`src/rtl/pwm_pkg.sv`:
```
// pwm_pkg: shared state encoding and default width for the PWM generator
// Contents: state_t (ST_IDLE, ST_HIGH, ST_LOW, 2 bits), W_DEF (default count width)
package pwm_pkg;
   typedef enum logic [1:0] {
      ST_IDLE = 2'd0,
      ST_HIGH = 2'd1,
      ST_LOW  = 2'd2
   } state_t;
   localparam int W_DEF = 32;
endpackage

```
`src/rtl/pwm_cfg_buf.sv`:
```
// pwm_cfg_buf: pending/active configuration double buffer with valid/ready intake
// Ports:
//   clk, reset      clock, synchronous active-high reset
//   i_valid/o_ready config offer / pending slot free (o_ready = !pending valid)
//   i_cfg           packed config word captured on handshake
//   i_load          period-boundary strobe; copies pending to active if pending is valid
//   o_pend_v        pending slot holds an unapplied config
//   o_act           currently active config
//   o_nxt           config that will be active after a boundary (pending if valid, else active)
module pwm_cfg_buf
   import pwm_pkg::*;
#(
   parameter int CW = 2 * W_DEF
) (
   input  logic          clk,
   input  logic          reset,
   input  logic          i_valid,
   output logic          o_ready,
   input  logic [CW-1:0] i_cfg,
   input  logic          i_load,
   output logic          o_pend_v,
   output logic [CW-1:0] o_act,
   output logic [CW-1:0] o_nxt
);
   logic          r_pend_v;
   logic [CW-1:0] r_pend, r_act;
   always_ff @(posedge clk) begin
      if (reset) begin
         r_pend_v <= 1'b0;
         r_pend   <= '0;
         r_act    <= '0;
      end else begin
         if (i_load && r_pend_v) begin
            r_act    <= r_pend;
            r_pend_v <= 1'b0;
         end
         // a handshake can only occur while the slot is empty, so it never
         // collides with a transfer; one landing on a boundary waits a period
         if (i_valid && o_ready) begin
            r_pend   <= i_cfg;
            r_pend_v <= 1'b1;
         end
      end
   end
   assign o_ready  = !r_pend_v;
   assign o_pend_v = r_pend_v;
   assign o_act    = r_act;
   assign o_nxt    = r_pend_v ? r_pend : r_act;
endmodule

```
`src/rtl/pwm_gen.sv`:
```
// pwm_gen: programmable PWM generator with boundary-synchronous config updates
// Ports:
//   clk, reset            clock, synchronous active-high reset
//   en                    level-sensitive run request
//   cfg_valid/cfg_ready   config handshake for cfg_high/cfg_period
//   cfg_high, cfg_period  high time and period in clk cycles
//   sig                   registered waveform
//   period_start          pulse in the first cycle of each period
//   busy                  generator not idle
// Option PWM_BURST_EN: adds cfg_burst (periods per burst, 0 = continuous) and done pulse
module pwm_gen
   import pwm_pkg::*;
#(
   parameter int W = W_DEF
) (
   input  logic         clk,
   input  logic         reset,
   input  logic         en,
   input  logic         cfg_valid,
   output logic         cfg_ready,
   input  logic [W-1:0] cfg_high,
   input  logic [W-1:0] cfg_period,
`ifdef PWM_BURST_EN
   input  logic [15:0]  cfg_burst,
   output logic         done,
`endif
   output logic         sig,
   output logic         period_start,
   output logic         busy
);
`ifdef PWM_BURST_EN
   localparam int CW = 2 * W + 16;
`else
   localparam int CW = 2 * W;
`endif
   state_t        r_state, w_state;
   logic [W-1:0]  r_cnt, w_cnt;
   logic [W-1:0]  w_act_high, w_act_period, w_nxt_high, w_nxt_period;
   logic          r_sig, w_sig, r_ps, w_ps;
   logic          w_pend_v, w_bnd, w_last, w_idle_ok, w_cont;
   logic [CW-1:0] w_cfg, w_act, w_nxt;
`ifdef PWM_BURST_EN
   assign w_cfg = {cfg_burst, cfg_high, cfg_period};
`else
   assign w_cfg = {cfg_high, cfg_period};
`endif
   pwm_cfg_buf #(.CW(CW)) u_cfg (
      .clk      (clk),
      .reset    (reset),
      .i_valid  (cfg_valid),
      .o_ready  (cfg_ready),
      .i_cfg    (w_cfg),
      .i_load   (w_bnd),
      .o_pend_v (w_pend_v),
      .o_act    (w_act),
      .o_nxt    (w_nxt)
   );
   assign w_act_period = w_act[W-1:0];
   assign w_act_high   = w_act[2*W-1:W];
   assign w_nxt_period = w_nxt[W-1:0];
   assign w_nxt_high   = w_nxt[2*W-1:W];
   // only meaningful while running, when the active period is nonzero
   assign w_last = r_cnt == w_act_period - W'(1);
   // a boundary loads pending config and, if the resulting period is nonzero, starts a period
   assign w_bnd = r_state == ST_IDLE ? en && w_idle_ok && (w_pend_v || w_act_period != '0)
                                     : en && w_last && w_cont;
`ifdef PWM_BURST_EN
   logic [15:0] r_pn, w_pn, w_act_burst;
   logic        r_lock, w_lock, r_done, w_done;
   assign w_act_burst = w_act[CW-1:2*W];
   // after a finished burst, en must be seen low before another start
   assign w_idle_ok = !r_lock;
   // a pending load restarts the count, so it always continues
   assign w_cont = w_pend_v || w_act_burst == '0 || r_pn != w_act_burst;
   assign w_done = r_state != ST_IDLE && en && w_last && !w_cont;
   assign w_lock = w_done || (r_lock && en);
   assign w_pn   = !w_bnd ? r_pn : (w_pend_v || r_state == ST_IDLE) ? 16'd1 : r_pn + 16'd1;
   always_ff @(posedge clk) begin
      if (reset) begin
         r_pn   <= '0;
         r_lock <= 1'b0;
         r_done <= 1'b0;
      end else begin
         r_pn   <= w_pn;
         r_lock <= w_lock;
         r_done <= w_done;
      end
   end
   assign done = r_done;
`else
   assign w_idle_ok = 1'b1;
   assign w_cont    = 1'b1;
`endif
   always_ff @(posedge clk) begin
      if (reset) begin
         r_state <= ST_IDLE;
         r_cnt   <= '0;
         r_sig   <= 1'b0;
         r_ps    <= 1'b0;
      end else begin
         r_state <= w_state;
         r_cnt   <= w_cnt;
         r_sig   <= w_sig;
         r_ps    <= w_ps;
      end
   end
   always_comb begin
      w_state = r_state;
      w_cnt   = r_cnt + W'(1);
      w_sig   = r_sig;
      w_ps    = 1'b0;
      // end of period checked before end of high time so high>=period gives 100% duty
      if (r_state == ST_IDLE || w_last) begin
         w_state = ST_IDLE;
         w_cnt   = '0;
         w_sig   = 1'b0;
      end else if (r_state == ST_HIGH && r_cnt == w_act_high - W'(1)) begin
         w_state = ST_LOW;
         w_sig   = 1'b0;
      end
      if (w_bnd && w_nxt_period != '0) begin
         w_state = w_nxt_high != '0 ? ST_HIGH : ST_LOW;
         w_cnt   = '0;
         w_ps    = 1'b1;
         w_sig   = w_nxt_high != '0;
      end
   end
   assign sig          = r_sig;
   assign period_start = r_ps;
   assign busy         = r_state != ST_IDLE;
endmodule

```
`config.mk`:
```
export PLATFORM = sky130hd
export DESIGN_NAME = pwm_gen
export DESIGN_NICKNAME = d
export VERILOG_FILES = /design/src/rtl/pwm_pkg.sv /design/src/rtl/pwm_cfg_buf.sv /design/src/rtl/pwm_gen.sv
export SDC_FILE = /design/constraint.sdc
export NUM_CORES = 1
export LEC_CHECK = 0
export CORE_ASPECT_RATIO = 1.5
export CORE_MARGIN = 2
export CORE_UTILIZATION = 48
export CTS_CLUSTER_DIAMETER = 60
export DETAILED_ROUTE_END_ITERATION = 12
export HOLD_SLACK_MARGIN = 0.1
export MAX_ROUTING_LAYER = met4
export PLACE_DENSITY = 0.71
export SYNTH_ARGS = -nofsm -noshare
export SYNTH_HDL_FRONTEND = slang
export SYNTH_SLANG_ARGS = --single-unit
export TNS_END_PERCENT = 5
```
`constraint.sdc`:
```
create_clock -name clk -period 4.64 [get_ports clk]
set_clock_uncertainty 0.05 [all_clocks]
set_input_delay 0.928 -clock clk [delete_from_list [all_inputs] [get_ports clk]]
set_output_delay 0.928 -clock clk [all_outputs]
set_load 0.1 [all_outputs]
```
# Word-level counts from Yosys, hierarchy flattened
# Index checks and enable logic that the tools add are counted.
# W data, S select, Z words.
dict set report classes {
  addsub 3
  eq_ne 3
  n_mux 12
  n_reduce_logical 17
}
# op n
set op_table {}
lappend op_table {{$reduce_bool A32 Y1} 3}
lappend op_table {{$eq A32 B32 Y1} 2}
lappend op_table {{$mux W64} 1}
lappend op_table {{$sub A32 B1 Y32 const B} 2}
lappend op_table {{$add A32 B1 Y32 const B} 1}
lappend op_table {{$mux W2} 4}
lappend op_table {{$mux W1} 7}
lappend op_table {{$logic_and A1 B1 Y1} 6}
lappend op_table {{$reduce_bool A2 Y1} 2}
lappend op_table {{$reduce_bool A3 Y1} 1}
lappend op_table {{$reduce_or A3 Y1} 1}
lappend op_table {{$eq A2 B1 Y1 const B} 1}
lappend op_table {{$logic_not A2 Y1} 1}
lappend op_table {{$logic_or A1 B1 Y1} 2}
lappend op_table {{$logic_not A1 Y1} 1}
dict set report word_totals {
  register_bits 165
  inputBits 68
  output_inout_bits 4
}

# Depth between registers and ports, before layout
# Gate-level depths: netlist of run 1.
dict set report depth {
  word_depth 7
  depth_mapped 14
  mapped_depth_nobuf 11
}

# Cells and area by module
# Synthesis of run 1 repeated with hierarchy kept, for this count alone.
dict set report hier_totals {
  hier_cells 1136
  hier_area_um2 10233.6
}
# mod n_inst cells_each area_each_um2 seq_area_each_um2
set modules_own_cells {}
lappend modules_own_cells {pwm_cfg_buf 1 575 6117.1 2582.5}
lappend modules_own_cells {pwm_gen 1 561 4116.4 700.7}

# Worst setup path before layout of run 1
# Ideal clock, no wire load.
dict set report synth_timing {
  kind {register to register}
  startpoint {register u_cfg.r_act[32], in the netlist u_cfg.o_act[32]}
  endpoint {register r_state[1]}
  setup_time_ns 0.088
  arrival_ns 3.062
  setup_slack_ns 1.441
  path_stages_with_launch 12
  cell_sequence {dfxtp_1 -> inv_1 -> ha_1 -> nor3b_1 -> nand2_1 -> or4_4 -> o211a_1 -> a211oi_2 -> o221ai_1 -> or4_1 -> and4b_1 -> nor4_2}
}
dict set report synth_via {
  elab_chain_cells 4
}
# element line_no
set synth_lines {}
lappend synth_lines {{from (decl)} pwm_cfg_buf.sv:26} ;# logic [CW-1:0] r_pend, r_act;
lappend synth_lines {{from (signal assigned)} pwm_cfg_buf.sv:34} ;# r_act <= r_pend;
lappend synth_lines {{$sub A32 B1 Y32 / $mux W64 (equally long branches)} {pwm_gen.sv:117, pwm_cfg_buf.sv:48}}
lappend synth_lines {{$eq A32 B32 Y1 / $reduce_bool A32 Y1 (equally long branches)} {pwm_gen.sv:117, pwm_gen.sv:122}}
lappend synth_lines {{$logic_and A1 B1 Y1 / $mux W2 (equally long branches)} {pwm_gen.sv:117, pwm_gen.sv:122}}
lappend synth_lines {{$reduce_bool A3 Y1 (no line) / $mux W2 (equally long branches)} -}
lappend synth_lines {{to (signal assigned)} pwm_gen.sv:101} ;# r_state <= w_state;
lappend synth_lines {{to (decl)} pwm_gen.sv:36} ;# state_t r_state, w_state;
# Parallel ways exist; a longest one is shown, timed or not.
# A chain may end at the register's enable or synchronous reset.

# Worst setup path after layout of run 1
dict set report layout_timing {
  startpoint {register u_cfg.r_act[44], in the netlist u_cfg.o_act[44]}
  endpoint {register r_state[1]}
}
# The elaborated chain is that of the path after synthesis.

==> metrics, run 1 <==
top cells by area, synth=dfxtp_1 38%, mux2i_1 7.9%, nand2_1 6.8%; DRT antenna net count=0; synth warn=0; status=finished with violations; Avg WL per Cell=17.2 um; DRC errors left=8; slowest CP cell=or4_4; Core Region=0.0174 mm2; class of the worst hold path=reg -> reg; vias in the first global route=7324; Worst Tran Pin Value=968 ps; Slew Limit Headroom=35.3%; Syn Area/Cell=8.02 um2; pin count of the biggest net entering global routing=81; Seq cells post-synth=164; clock slew at reported path FFs=60 ps; crit path DAT=4030 ps; n_diodes=0; maximum clock path buffer count=2; CTS root buffer=clkbuf_16; Die Width=113 um; GRT overflow=0; htree depth=4; slowest cell delay on critical path=550 ps; initial antenna violation count=0; worst hold slack=424 ps; CP max FO=7; iteration count of the initial detailed-routing pass=9; crit-path most repeated cell=nor4_2; starting density of the core=49.3%; Clock Latency Late Sink=430 ps; sequential-to-total area share from yosys stat=38.2%; f_max=267 MHz; post-synth top area share=38.2%; final setup fails=0; setup bufs post-CTS=0; Final Slew Violations=0; RSZ-0062 raised after global routing=no; Vias/cell=5.79; post-cts sizing count=0; # fillers=1631; Crit Path Category=reg -> reg; initial DRC count=432; DP Wirelength=16800 um; crit path cell chain=or4_4, nor4_2, nand3_1, or4b_1, xnor2_1, nand4_1, or4_1, and4b_1, nor4_2; Die Y=168 um; CTS tree=built; total die area=0.0190 mm2; Crit. End Element=flip-flop; Leak Pwr=4.21 nW; CTS hold repair buffers=0; Pwr Density=391 mW/mm2; Syn Nets=1142; final period utilization=80.7%; ys async rst share=0%; peak supply drop=0.318 mV; failing checks=design-rule violations; Post-synth EDFFs=0; via count=7713; Primary FF master, synth=dfxtp_1; Max-Cap Viols=0; drt total wl=22900 um; Mapped Area=0.00859 mm2; layout cell share with drive strength beyond 1=5.37%; CTS Buf Count=17; most common cell after layout, fill and taps aside=dfxtp_1; Mapped Cells=1071; Final Hold Vio Count=0; family with the most delay on the worst path=simple AND/OR/NAND/NOR gates; row cnt=59; Tmin final=3740 ps; fin nets=1176; Yosys cell types=64; WP buf/inv=0; Port Buffer Count=71; commonest non-fill, non-tap cells in the layout=164 x dfxtp_1, 155 x nand2_1, 144 x nor2_1; critical path data required time=4930 ps; setup total negative slack=0 ps; # IOs=72; CP Launch Type=flip-flop; Placer Congestion=0.968; # clock sinks=164; Synth-to-Final Area Change=16.5%; first-pass GRT wire length=37500 um; post-synth top area cell=dfxtp_1; GRT Total Usage=25.4%
-- layout make-up --
class | instances | area, um2 | area share, %
clock inverter | 10 | 148 | 1.48
inverter | 17 | 63.8 | 0.638
multi-input combinational | 821 | 4970 | 49.7
clock buffer | 22 | 464 | 4.64
sequential | 164 | 3280 | 32.8
tap | 213 | 267 | 2.67
timing repair buffer | 84 | 806 | 8.06
-- cells by family after synthesis --
logic type / synth area share (%)
xor+xnor: 11.2
buf+inv: 4.23
simple gates: 28.0
flops: 38.2
compound gates: 9.78
fa+ha+maj: 0.437
mux: 8.06
-- synthesized netlist by cell type, types with 6 or more instances --
cell type / instances
nor4_1: 41
nor2_1: 144
inv_1: 17
mux2i_1: 68
a21oi_1: 78
or3_1: 6
and3_1: 17
nand4_1: 22
buf_2: 11
a31oi_1: 8
o31ai_1: 6
xnor2_1: 60
xor2_1: 50
nor3_1: 33
clkbuf_1: 51
or4_1: 11
nand2_1: 156
nand3_1: 29
dfxtp_1: 164
o21ai_0: 9
-- worst paths after layout --
check / from / to / slack, ps / cells past startpoint
max reg2reg: u_cfg.o_act[44] / r_state[1] / 900 / 9
min: u_cfg.r_pend[17] / u_cfg.r_pend[17] / 420 / 2
min reg2reg: u_cfg.r_pend[17] / u_cfg.r_pend[17] / 420 / 2
max: u_cfg.o_act[44] / r_state[1] / 900 / 9
-- worst register-to-register path: stages, from the launching register on --
cell     delay [ps]
dfxtp_1         400
or4_4           550
nor4_2          440
nand3_1         280
or4b_1          540
xnor2_1         290
nand4_1         130
or4_1           530
and4b_1         230
nor4_2          230
-- per-layer routing --
layer | vias up | track usage, % | wire (um)
met5 | - | - | 0
met4 | 0 | 12.5 | 956
met3 | 63 | 3.74 | 928
met2 | 221 | 43.7 | 11600
met1 | 3616 | 28.8 | 9430
li1 | 3813 | - | -
-- metrics by stage --
step	area (um2)	utilization [%]	std cells	total power, W	setup slack (ps)
after CTS	10000	57.4	1331	0.00393	1030
after floorplan	8590	-	1071	0.00221	1440
after detailed placement	9390	53.9	1299	0.00247	1050
after global routing	10000	57.4	1331	0.00407	705
final	10000	57.4	1331	0.00391	897
after global placement	9390	53.9	1299	0.00246	1070
-- sequential cells by signal (all words and copies together) (netlist names) --
register / flops
period_start: 1
r_cnt: 32
r_state: 1
sig: 1
u_cfg.o_act: 64
u_cfg.o_pend_v: 1
u_cfg.r_pend: 64
-- power by group --
part	leakage [nW]	switching [W]	internal, W	total (W)
clock network	0.299	0.000582	0.000881	0.00146
logic	2.58	0.000526	0.000370	0.000896
registers	1.33	0.0000782	0.00147	0.00155
total	4.21	0.00119	0.00272	0.00391
Note: power is estimated with default switching activity, not from simulation.
==> inputs of run 2 (changes only) <==
- PLACE_DENSITY: 0.71 -> 0.74
- clock period: 4.64 -> 3.4 ns (I/O delays scaled with it)
==> metrics, run 2 (synthesis results as in run 1) <==
status=finished with violations; failing checks=design-rule violations; Slew Limit Headroom=54.8% (+19 points); RSZ-0062 raised after global routing=no; worst r2r src=u_cfg.o_act[36]; Tmin final=3260 ps (-482 ps); crit path DAT=3550 ps (-480 ps); via count=7876 (+2.1%); DRT antenna net count=0 (unchanged); maximum clock path buffer count=2 (unchanged); CP endpoint=r_state[1]; iteration count of the initial detailed-routing pass=9 (unchanged); FF+latch area=0.00328 mm2 (about the same); GRT Total Usage=25.9% (+0.45 points); Clock Latency Late Sink=430 ps (about the same); CP Launch Type=flip-flop; row cnt=59 (unchanged); most common cell after layout, fill and taps aside=dfxtp_1; setup bufs post-CTS=0 (unchanged); total die area=0.0190 mm2 (unchanged); final setup fails=0 (unchanged); Max-Cap Viols=0 (unchanged); f_max=307 MHz (+15%); Multi-input gate area=0.00504 mm2 (+1.4%); Crit. End Element=flip-flop; Worst Tran Pin Value=678 ps (-289 ps); critical path data required time=3690 ps (-1240 ps); # IOs=72 (unchanged); fraction of power spent switching nets=28.6% (-1.8 points); Port Buffer Count=71 (unchanged); commonest non-fill, non-tap cells in the layout=163 x dfxtp_1, 155 x nand2_1, 144 x nor2_1; part of the power in combinational logic=23.4% (+0.5 points); peak supply drop=0.389 mV (+22%); Pwr Density=544 mW/mm2 (+39%); final period utilization=95.9% (+15 points); # clock sinks=164 (unchanged); slowest cell delay on critical path=600 ps (+50 ps); GRT overflow=0 (unchanged); critical path depth=9 (unchanged); r2r endpoint=r_state[1]; family with the most delay on the worst path=simple AND/OR/NAND/NOR gates; first-pass GRT wire length=38000 um (+1.4%); crit path cell chain=or4_4, nor2_4, nand3_1, or4b_1, xnor2_1, nand4_1, or4_1, and4b_1, nor4_2; drt total wl=23800 um (+3.7%); pin count of the biggest net entering global routing=65 (-20%); P_int=0.00409 W (+50%); DRC errors left=4 (-4); Avg WL per Cell=17.3 um (+0.41%); CTS Buf Count=17 (unchanged); Final Hold Vio Count=0 (unchanged); n_diodes=0 (unchanged); class of the worst hold path=reg -> reg; Placer Congestion=1.00 (+3.6%); Synth-to-Final Area Change=22.6%; CP max FO=9 (+2); post-cts sizing count=0 (unchanged); clock slew at reported path FFs=60 ps (about the same); Die Width=113 um (unchanged); R2R setup slack=140 ps (-760 ps); CTS root buffer=clkbuf_16; CTS tree=built; Core Region=0.0174 mm2 (unchanged); Final Slew Violations=0 (unchanged); setup ws final=139 ps (-758 ps); Crit Path Category=reg -> reg; # fillers=1567 (-3.9%); WP buf/inv=0 (unchanged); layout cell share with drive strength beyond 1=10.5% (+5.1 points); Leak Pwr=4.52 nW (+7.4%); vias in the first global route=7276 (-0.66%); initial DRC count=501 (+16%); starting density of the core=49.3% (unchanged); fin nets=1220 (+3.7%); slowest CP cell=or4_4; initial antenna violation count=0 (unchanged); DP Wirelength=17500 um (+4.3%); Worst Setup SP=u_cfg.o_act[36]; Vias/cell=5.73 (-1.2%); sw power=0.00164 W (+38%); CTS hold repair buffers=0 (unchanged); R2R depth=9 (unchanged); Die Y=168 um (unchanged); htree depth=4 (unchanged); post-placement setup slack=76.4 ps (-969 ps); register share of total power=36.7% (-2.9 points); setup total negative slack=0 ps (unchanged); Clock Power Share=39.8% (+2.4 points)
==> run 2: changes by cell type in the layout (fill, tap and decap cells not counted), sizes merged <==
cell           delta
clkdlybuf4s50     -4
clkinv            -2
bufinv            +4
clkbuf            -2
buf              +48
==> run 2: worst min-delay path by stage <==
stage	startpoint	end	slack [ps]	cells past startpoint
6_report	u_cfg.r_pend[5]	u_cfg.r_pend[5]	420	2
5_1_grt	u_cfg.r_pend[20]	u_cfg.r_pend[20]	440	2
4_1_cts	u_cfg.r_pend[5]	u_cfg.r_pend[5]	420	2
3_5_place_dp	u_cfg.r_pend[5]	u_cfg.r_pend[5]	410	2
3_3_place_gp	u_cfg.r_pend[9]	u_cfg.r_pend[9]	410	2
2_1_floorplan	u_cfg.r_pend[18]	u_cfg.r_pend[18]	390	2
==> run 2: layer usage <==
metal | routed length [um] | GRT usage [%]
met5 | 0 | -
met4 | 923 | 11.5
met2 | 12100 | 44.3
met3 | 936 | 3.17
met1 | 9800 | 30.3
==> run 2: power by group through the flow <==
| stage | logic [W] | registers (W) | clock network, W |
|---|---|---|---|
| floorplan | 0.000865 | 0.00215 | 0 |
| global placement | 0.00130 | 0.00214 | 0 |
| detailed placement | 0.00131 | 0.00214 | 0 |
| CTS | 0.00132 | 0.00210 | 0.00231 |
| global route | 0.00144 | 0.00211 | 0.00239 |
| finish | 0.00134 | 0.00210 | 0.00228 |
==> run 2: tightest hold or removal path, cell delays in order (launching register included) <==
cell and delay, ps:
dfxtp_1 320, nand2_1 50, a21oi_1 50
==> run 2: through the flow <==
stage               area [um2]  hold slack [ps]  std cells  total power (W)  utilization [%]
finish                   10500              418       1375          0.00572             60.4
global route             10500              440       1375          0.00595             60.4
CTS                      10500              420       1375          0.00573             60.0
detailed placement        9750              412       1343          0.00346             55.9
global placement          9750              406       1343          0.00344             55.9
floorplan                 8590              393       1071          0.00301                -
==> run 2: final cells by class <==
type | count | share of cell area [%]
repair buffers | 128 | 11.1
multi-input cells | 821 | 47.9
well taps | 213 | 2.53
clock inverters | 12 | 2.37
inverters | 17 | 0.606
clock buffers | 20 | 4.34
flip-flops and latches | 164 | 31.2
==> inputs of run 3 (changes only) <==
- CAP_MARGIN: default -> 20
- PLACE_DENSITY: 0.74 -> 0.71
- clock period: 3.4 -> 4 ns (I/O delays scaled with it)
==> metrics, run 3 (synthesis results as in run 1) <==
Worst Tran Pin Value=976 ps (+298 ps); FF+latch area=0.00328 mm2 (about the same); layout cell share with drive strength beyond 1=6.40% (-4.1 points); Die Width=113 um (unchanged); DP Cell Count=1306 (-2.8%); DP Wirelength=16800 um (-4.2%); DRT antenna net count=0 (unchanged); Pwr Density=452 mW/mm2 (-17%); Max-Cap Viols=0 (unchanged); # clock sinks=164 (unchanged); Die Y=168 um (unchanged); fin nets=1183 (-3.0%); status=finished with violations; final period utilization=93.1% (-2.8 points); R2R setup slack=280 ps (+140 ps); Placer Congestion=1.04 (+3.4%); Crit Path Category=reg -> reg; DRC errors left=7 (+3); failing checks=design-rule violations; commonest non-fill, non-tap cells in the layout=164 x dfxtp_1, 155 x nand2_1, 144 x nor2_1; row cnt=59 (unchanged); CP Launch Type=flip-flop; n_diodes=0 (unchanged); CTS hold repair buffers=0 (unchanged); GRT overflow=0 (unchanged); CTS root buffer=clkbuf_16; htree depth=4 (unchanged); initial antenna violation count=0 (unchanged); design area=0.0101 mm2 (-4.1%); Final Slew Violations=0 (unchanged); Multi-input gate area=0.00498 mm2 (-1.2%); Avg WL per Cell=16.9 um (-2.1%); maximum clock path buffer count=2 (unchanged); final instance count without filler cells=1338 (-2.7%); Final Hold Vio Count=0 (unchanged); peak supply drop=0.382 mV (-1.6%); Leak Pwr=4.26 nW (-5.6%); Slew Limit Headroom=34.7% (-20 points); placed cell area=0.00947 mm2 (-2.9%); critical path data required time=4290 ps (+600 ps); Final Power=0.00457 W (-20%); starting density of the core=49.3% (unchanged); GRT Total Usage=25.0% (-0.86 points); Clock Latency Late Sink=430 ps (about the same); pin count of the biggest net entering global routing=68 (+4.6%); final setup fails=0 (unchanged); Crit. End Element=flip-flop; drt total wl=22600 um (-4.7%); CP max FO=6 (-3); Hold Path Stages=2 (unchanged); setup total negative slack=0 ps (unchanged); iteration count of the initial detailed-routing pass=9 (unchanged); Vias/cell=5.77 (+0.66%); Synth-to-Final Area Change=17.5%; most common cell after layout, fill and taps aside=dfxtp_1; initial DRC count=443 (-12%); CTS tree=built; Core Region=0.0174 mm2 (unchanged); Final Util=57.9% (-2.5 points); f_max=269 MHz (-12%); RSZ-0062 raised after global routing=no; Port Buffer Count=71 (unchanged); first-pass GRT wire length=37000 um (-2.8%); # fillers=1597 (+1.9%); vias in the first global route=7419 (+2.0%); via count=7715 (-2.0%); crit path DAT=4020 ps (+470 ps); # IOs=72 (unchanged); R2R depth=12 (+3); CTS Buf Count=17 (unchanged); Tmin final=3720 ps (+462 ps); class of the worst hold path=reg -> reg; total die area=0.0190 mm2 (unchanged); clock slew at reported path FFs=70 ps (about the same)
run 3: cell count changes in the layout (fill, tap and decap cells not counted), sizes merged:
| cell | change |
|---|---|
| clkinv | +2 |
| bufinv | -4 |
| clkbuf | -2 |
| inv | +3 |
| clkinvlp | +1 |
| clkdlybuf4s50 | +4 |
| buf | -41 |
run 3: routing by layer:
metal	GRT usage [%]	vias up	part of all wire [%]	wire length, um
met5	-	-	0	0
met1	27.9	3588	40	9160
met3	4.00	76	4.6	1050
met2	42.5	233	50	11300
met4	13.7	0	5.1	1140
li1	-	3818	-	-
run 3: repair_timing:
action                     CTS  global route
gates resized for setup      0             2
setup buffers                0             0
setup endpoints to repair    0            36
run 3: cell type report:
type | count | share of cell area (%)
Multi-Input combinational cell | 821 | 49.3
Tap cell | 213 | 2.64
Clock inverter | 14 | 1.75
Timing Repair Buffer | 91 | 8.75
Inverter | 17 | 0.632
Clock buffer | 18 | 4.35
Sequential cell | 164 | 32.5
run 3: worst paths after layout:
check                   start                to
min          u_cfg.r_pend[13]  u_cfg.r_pend[13]
max           u_cfg.o_act[32]        r_state[1]
max reg2reg   u_cfg.o_act[32]        r_state[1]
min reg2reg  u_cfg.r_pend[13]  u_cfg.r_pend[13]
run 3: critical path, cell delays in order (launching register included):
cell,delay (ps)
dfxtp_1,370
inv_1,80
ha_1,190
nor3b_1,560
nand2_1,230
buf_4,220
a211oi_1,230
nand3_1,110
nor4_1,410
nand4_1,140
or4_1,570
and4b_1,220
nor4_2,240
run 3: metrics by stage:
| step | hold WS (ps) | setup slack (ps) |
|---|---|---|
| after floorplan | 393 | 801 |
| after global placement | 407 | 381 |
| after detailed placement | 413 | 270 |
| after CTS | 421 | 250 |
| after global routing | 444 | 73.9 |
| final | 419 | 277 |
run 3: report_power, final:
part	internal, W	leakage (nW)	switching, W
Combinational	0.000448	2.63	0.000603
Sequential	0.00171	1.33	0.0000914
Clock	0.00101	0.303	0.000709
